`src/rtl/parity_rr_scheduler.sv`:
```
// Round-robin scheduler sharing one byte-parity unit between NREQ requesters.
// One request is accepted per IDLE cycle; the registered result (parity,
// optional check error, winner id) is held in RESP until the consumer takes it.
// A saturating counter tallies responses delivered with the error flag set.
module parity_rr_scheduler #(
    parameter int NREQ = 4,
    parameter int IDW  = 2,
    parameter int ERRW = 8
) (
    input  logic                 clk,
    input  logic                 rst,
    input  logic [NREQ-1:0]      req_valid,
    input  logic [8*NREQ-1:0]    req_data,
    input  logic [NREQ-1:0]      req_chk,
    input  logic [NREQ-1:0]      req_exp,
    output logic [NREQ-1:0]      req_ready,
    output logic                 resp_valid,
    input  logic                 resp_ready,
    output logic [IDW-1:0]       resp_id,
    output logic                 resp_par,
    output logic                 resp_err,
    output logic [ERRW-1:0]      err_count
);

    typedef enum logic {IDLE = 1'b0, RESP = 1'b1} state_t;

    state_t           state_q, state_d;
    logic [IDW-1:0]   rr_ptr_q;
    logic [IDW-1:0]   resp_id_q;
    logic             resp_par_q;
    logic             resp_err_q;
    logic [ERRW-1:0]  err_cnt_q;

    logic             grant_found;
    logic [IDW-1:0]   grant_idx;
    logic [7:0]       sel_byte;
    logic             sel_par;
    logic             accept;
    logic             resp_hs;

    function automatic logic byte_parity(input logic [7:0] b);
        return ^b;
    endfunction

    function automatic logic [ERRW-1:0] sat_inc(input logic [ERRW-1:0] c);
        return (c == {ERRW{1'b1}}) ? c : c + 1'b1;
    endfunction

    // Scan requesters starting at rr_ptr, wrapping modulo NREQ; first valid wins.
    always_comb begin
        int idx;
        grant_found = 1'b0;
        grant_idx   = '0;
        idx         = 0;
        for (int k = 0; k < NREQ; k++) begin
            idx = int'(rr_ptr_q) + k;
            if (idx >= NREQ) idx = idx - NREQ;
            if (!grant_found && req_valid[idx]) begin
                grant_found = 1'b1;
                grant_idx   = IDW'(idx);
            end
        end
    end

    assign sel_byte = req_data[8*int'(grant_idx) +: 8];
    assign sel_par  = byte_parity(sel_byte);
    assign accept   = (state_q == IDLE) && grant_found;
    assign resp_hs  = (state_q == RESP) && resp_ready;

    // State register; reset aborts any pending response.
    always_ff @(posedge clk) begin
        if (rst) state_q <= IDLE;
        else     state_q <= state_d;
    end

    // Next-state: accept moves to RESP, consumer handshake returns to IDLE.
    always_comb begin
        state_d = state_q;
        case (state_q)
            IDLE:    if (grant_found) state_d = RESP;
            RESP:    if (resp_ready)  state_d = IDLE;
            default: state_d = IDLE;
        endcase
    end

    // Outputs: one-hot grant only while IDLE, response valid while in RESP.
    always_comb begin
        req_ready  = '0;
        resp_valid = 1'b0;
        if (state_q == IDLE && grant_found) req_ready[grant_idx] = 1'b1;
        if (state_q == RESP) resp_valid = 1'b1;
    end

    // Capture the winner's result and advance the round-robin pointer past it.
    always_ff @(posedge clk) begin
        if (rst) begin
            rr_ptr_q   <= '0;
            resp_id_q  <= '0;
            resp_par_q <= 1'b0;
            resp_err_q <= 1'b0;
        end else if (accept) begin
            resp_id_q  <= grant_idx;
            resp_par_q <= sel_par;
            resp_err_q <= req_chk[grant_idx] & (sel_par ^ req_exp[grant_idx]);
            rr_ptr_q   <= (grant_idx == IDW'(NREQ-1)) ? '0 : grant_idx + 1'b1;
        end
    end

    // Count delivered error responses, sticking at the maximum value.
    always_ff @(posedge clk) begin
        if (rst)                    err_cnt_q <= '0;
        else if (resp_hs && resp_err_q) err_cnt_q <= sat_inc(err_cnt_q);
    end

    assign resp_id   = resp_id_q;
    assign resp_par  = resp_par_q;
    assign resp_err  = resp_err_q;
    assign err_count = err_cnt_q;

endmodule
```
`config.mk`:
```
export PLATFORM = sky130hd
export DESIGN_NAME = parity_rr_scheduler
export DESIGN_NICKNAME = d
export VERILOG_FILES = /design/src/rtl/parity_rr_scheduler.sv
export SDC_FILE = /design/constraint.sdc
export NUM_CORES = 1
export LEC_CHECK = 0
export CORE_ASPECT_RATIO = 0.7
export CORE_MARGIN = 2
export CORE_UTILIZATION = 30
export DETAILED_ROUTE_END_ITERATION = 8
export DONT_BUFFER_PORTS = 1
export HOLD_SLACK_MARGIN = 0.03
export SETUP_SLACK_MARGIN = 0.4
export SLEW_MARGIN = 20
export SYNTH_ARGS = -nofsm -noshare
export SYNTH_HDL_FRONTEND = slang
export SYNTH_SLANG_ARGS = --single-unit
```
`constraint.sdc`:
```
create_clock -name clk -period 4.16 [get_ports clk]
set_input_delay 0.832 -clock clk [delete_from_list [all_inputs] [get_ports clk]]
set_output_delay 0.832 -clock clk [all_outputs]
set_load 0.02 [all_outputs]
```
After elaboration in Yosys (flattened, before gate mapping). Index checks and enable logic that the tools add are counted.

Register bits: 15. Bits of input ports: 47. Output and inout bits: 17. Logic and storage cells: 80.

Add/sub/neg operators: 9. $lt $le $gt $ge: 10. Eq/ne operators: 2. Shift operators: 1. Multiplexer cells: 36. Bitwise gates (word level): 4. Reductions and logical operators: 12.

Operators with widths (count): 32-bit by 4-bit less-than comparator with 1-bit output (second input constant) (4); 32-bit two-way mux (4); 32-bit by 6-bit variable part select with 8-bit output (1); 1-bit two-way mux (18); 1-bit binary-select mux with 2-bit select (6); 3-bit by 3-bit subtractor with 4-bit output (second input constant) (3); 2-bit two-way mux (5); 3-bit >= comparator (second input constant) (3); 8-bit by 1-bit adder with 8-bit output (second input constant) (1); 8-bit == test (second input constant) (1); 8-bit parity (1); 1-bit logical AND (7); 2-bit by 2-bit adder with 3-bit output (second input constant) (2); 4-bit two-way mux (1); 2-bit by 3-bit subtractor with 4-bit output (second input constant) (1); 2-bit by 1-bit adder with 3-bit output (second input constant) (1); 2-bit by 3-bit >= comparator with 1-bit output (second input constant) (1); 1-bit logical NOT (3); 2-bit by 3-bit less-than comparator with 1-bit output (second input constant) (1); 2-bit by 1-bit adder with 2-bit output (second input constant) (1); 1-bit demux with 2-bit select (1); 2-bit == test (second input constant) (1); 2-bit by 1-bit >= comparator with 1-bit output (second input constant) (1); 1-bit inverter (2); other kinds (4) (4).

Depth between registers and ports, before layout.
Word-level depth: 20. Gate-level depth with buffers: 8.

Worst setup path after synthesis. No wires, ideal clock.

Path type: input port to output port. Start: input req_valid[2]. End: output req_ready[0]. Arrival: 1.828 ns. Required time: 3.328 ns. Slack: 1.500 ns. Cell stages on the path: 6. Path buffers: 0. Cells stage by stage: mux2i_1 > o22ai_2 > nor2_2 > inv_1 > ha_1 > and2_1.

Longest elaborated chain between the ends: 18. Elaborated cells on any way between the ends: 33. Those cells by class: order compare (2); mux (23); reduce/logical (8).

Ends and longest elaborated chain: from (decl) (RTL line 12) `input logic [NREQ-1:0] req_valid,`; 1-bit binary-select mux with 2-bit select (RTL line 58) `if (!grant_found && req_valid[idx]) begin`; 1-bit two-way mux (not written as such) (2 in a row) (RTL line 58); 1-bit two-way mux (RTL line 58); 1-bit logical NOT (RTL line 58); 1-bit logical AND (RTL line 58); 1-bit two-way mux (RTL line 58); 1-bit logical NOT (RTL line 58); 1-bit logical AND (RTL line 58); [2 not listed]; 1-bit logical AND (RTL line 58); 2-bit two-way mux (*) (RTL line 58); net grant_idx[0] (RTL line 35) `logic [IDW-1:0] grant_idx;`; 2-bit by 3-bit less-than comparator with 1-bit output (not written as such) or 2-bit by 1-bit >= comparator with 1-bit output (tied branches) (RTL line 90) `if (state_q == IDLE && grant_found) req_ready[grant_idx] = 1'b1;`; 1-bit logical AND (not written as such) (RTL line 90); 1-bit two-way mux (not written as such) (RTL line 90); 1-bit demux with 2-bit select (*) (RTL line 90); 4-bit two-way mux (*) (RTL line 90); to (decl) (RTL line 16) `output logic [NREQ-1:0] req_ready,`.

Mark *: on every way through the listed nets, which the timed path passes. The rest lies on a longest branch. The select of a mux whose other input is x is not followed.

Final worst setup path.
Start: input req_valid[2]. End: output req_ready[2].

The elaborated chain is that of the path after synthesis.

==> run_results.csv <==
group,metric,value,unit
grt,overflow,0,
critical_path,reg2reg_slack,1.90,ns
flow_run,drv_cap,0,
routing,routedWlPerCell,12.7,microns
routing,wl_met2,1130,microns
critical_path,worst-setup-path-type,"input port to output pin",
worst_hold_path,min_to,"rr_ptr_q[1]",
final_layout,area.growth.synth_to_final,7.04,%
final_layout,n_antenna_cell,0,
routing,viasPerCell,4.93,
synthesis,synth-seq-cells,15,
final_layout,drive_above_1_share,6.02,%
synthesis,synth_top_family_by_area,"XOR/XNOR gates",
clock_network,hold_buffers,0,
synthesis,synthDistinctLibCells,31,
routing,drc,0,
clock_network,root_buffer,"clkbuf_8",
clock_network,post_cts_resized,0,
synthesis,post-synth-top-area-fraction,26.4,%
worst_hold_path,hold_class,"register to register",
synthesis,synth_xor_area_share,25.4,%
synthesis,syn_area_per_cell,8.62,sq um
clock_network,cts_tree,"yes",
floorplanning,start_util,31.8,%
final_layout,fin_area,1220,sq um
power,p_total,0.000429,W
clock_network,clockBufferDepth,2,
final_layout,final_nets,186,
timing,hold_viol_final,0,
clock_network,h-tree-depth,1,
floorplanning,die_area,4310,sq um
power,power_density,352,nW/um^2
grt,grt_usage,10.7,%
placement,place_congestion,0.690,
placement,dp_hpwl,1990,microns
synthesis,synthFlopType,"dfxtp_1",
synthesis,synth_simple_gate_area_share,18.3,%
synthesis,synth-adder-area-share,5.50,%
critical_path,cp-end-kind,"output pin",
routing,top_layer,"met3",
clock_network,post_cts_buffers,0,
synthesis,synth_compound_area_share,12.7,%
floorplanning,dieWidth,77.6,microns
synthesis,synth_edf_count,0,
critical_path,r2r-start,"rr_ptr_q[1]",
worst_hold_path,hold_start,"rr_ptr_q[1]",
synthesis,synthArstFlopShare,0,%
grt,antenna_found_initial,0,
routing,routed_wl,2320,microns
grt,grt_first_pass_wirelength,3810,microns
routing,antenna_left,0,
critical_path,crit_required,3.33,ns
clock_network,worst_skew_pair.late_latency,0.24,ns
synthesis,syn_inst,132,
timing,rsz0062_at_grt,"no",
routing,dr.first_iter.drc_count,20,
timing,slew-limit-headroom,69.9,%
grt,grt_pass1_vias,909,
synthesis,synth_area,1140,sq um
clock_network,clock_sinks,15,
worst_hold_path,hold_depth,2,
critical_path,reg2reg_depth,6,
synthesis,ys.warnings.count,0,
synthesis,synthMuxAreaShare,8.03,%
synthesis,ys_top_cells_by_area,"dfxtp_1 (26%), xnor2_1 (19%), mux2i_1 (7.0%)",
floorplanning,core-area,3580,sq um
critical_path,startpoint_type,"input port",
timing,finalMaxSlewViolations,0,
power,leakagePower,0.425,nW
synthesis,synth_nets,184,
power,ir_worst_vdd,145,uV
grt,grt_max_degree,16,
timing,setup_violations,0,
critical_path,cp_max_fo,6,
placement,port_buffers,0,
synthesis,yosysTopAreaCell,"dfxtp_1",
routing,met1_length,956,microns
timing,max_freq,354,MHz
floorplanning,die_y,55.5,microns
synthesis,seq_area_frac_synth,26.4,%
critical_path,reg2reg_to,"resp_err",
timing,period_needed,2.83,ns
routing,wl_met3,232,microns
timing,timing.setup.tns,0,ns
timing,worst_slew_pin_slew,0.447,ns
clock_network,cts_buffers,3,
timing,finalCritPeriodShare,67.9,%
placement,place_area,1170,sq um
critical_path,cp.arrival,1.99,ns
timing,skew,0.00592,ns
routing,first_pass_iters,4,
routing,num_vias,902,
clock_network,clkTransAtPathRegs,0.06,ns
status,status,"finished, final reports clean",
floorplanning,rows,18,
floorplanning,io_pins,64,
## registers in the layout (all words and copies together), names as in the netlist
name / count
resp_par: 1
resp_err: 1
err_count: 8
state_q: 1
resp_id: 2
rr_ptr_q: 2
## cells in the final DEF, fill, tap and decap left out, drive strengths merged
cell type / Yosys / final
o31a: 1 / 1
a211oi: 2 / 2
nand2b: 2 / 2
ha: 5 / 5
o22ai: 1 / 1
nor3: 2 / 2
a31oi: 1 / 1
o2111a: 1 / 1
nand3: 1 / 1
and3: 1 / 1
nor2: 13 / 13
a21oi: 11 / 11
and2: 4 / 4
nor4: 1 / 1
xor2: 8 / 8
clkbuf: 2 / 4
mux2: 1 / 1
or4b: 1 / 1
nand4: 4 / 4
nand2: 10 / 10
inv: 4 / 4
o21ai: 3 / 3
o2bb2a: 1 / 1
xnor2: 25 / 25
mux2i: 8 / 8
or2: 1 / 1
dfxtp: 15 / 15
or3: 2 / 2
## power by group
group	internal (W)	total, W	switching [W]	leakage (nW)
Combinational	0.0000683	0.000139	0.0000711	0.280
Clock	0.0000676	0.000114	0.0000460	0.0228
Sequential	0.000154	0.000176	0.0000213	0.122
Total	0.000290	0.000429	0.000138	0.425
## logic make-up after synthesis
kind of cell | count (synthesis)
and+or+nand+nor | 42
xor gates and xnor gates | 33
AOI/OAI and AO/OA | 21
DFF | 15
muxes | 9
buffers and inverters | 7
adders and majority gates | 5
## Yosys cell counts, types with 2 or more instances
master	count
o21ai_0	2
mux2i_1	8
nor3_1	2
nor2_1	12
a21oi_1	11
ha_1	5
or3_1	2
dfxtp_1	15
nand2_1	10
clkbuf_1	2
nand4_1	4
nand2b_1	2
and2_1	4
xnor2_1	25
inv_1	4
a211oi_1	2
xor2_1	8
## area by class of cell
class	count	area, sq um
inverter	4	15.0
multi-input combinational	110	795
sequential	15	300
tap	50	62.6
clock buffer	4	45.0
fill	367	2360
## routing by layer
metal,global-route usage (%),vias to the layer above
li1,-,454
met1,12.5,399
met2,18.8,49
met3,4.08,0
met4,1.79,0
met5,0,-
## through the flow
step / util, % / hold WS [ns] / cells / setup slack (ns)
after detailed placement: 32.7 / 0.537 / 179 / 1.33
after floorplan: - / 0.503 / 132 / 1.50
final: 34.0 / 0.549 / 183 / 1.33
after global routing: 34.0 / 0.584 / 183 / 1.21
after global placement: 32.7 / 0.526 / 179 / 1.39
after CTS: 34.0 / 0.543 / 183 / 1.32
## worst max-delay path, cell delays in order
cell,delay [ns]
mux2i_1,0.21
o22ai_2,0.12
nor2_2,0.27
inv_1,0.14
ha_1,0.21
and2_1,0.20
## how the worst max path moves through the flow
stage | cells past startpoint | slack, ns | startpoint | endpoint
global placement | 6 | 1.39 | req_valid[2] | req_ready[0]
finish | 6 | 1.33 | req_valid[2] | req_ready[2]
detailed placement | 6 | 1.33 | req_valid[2] | req_ready[2]
global route | 6 | 1.21 | req_valid[2] | req_ready[2]
CTS | 6 | 1.32 | req_valid[2] | req_ready[2]
floorplan | 6 | 1.50 | req_valid[2] | req_ready[0]
Note: power is estimated with default switching activity, not from simulation.
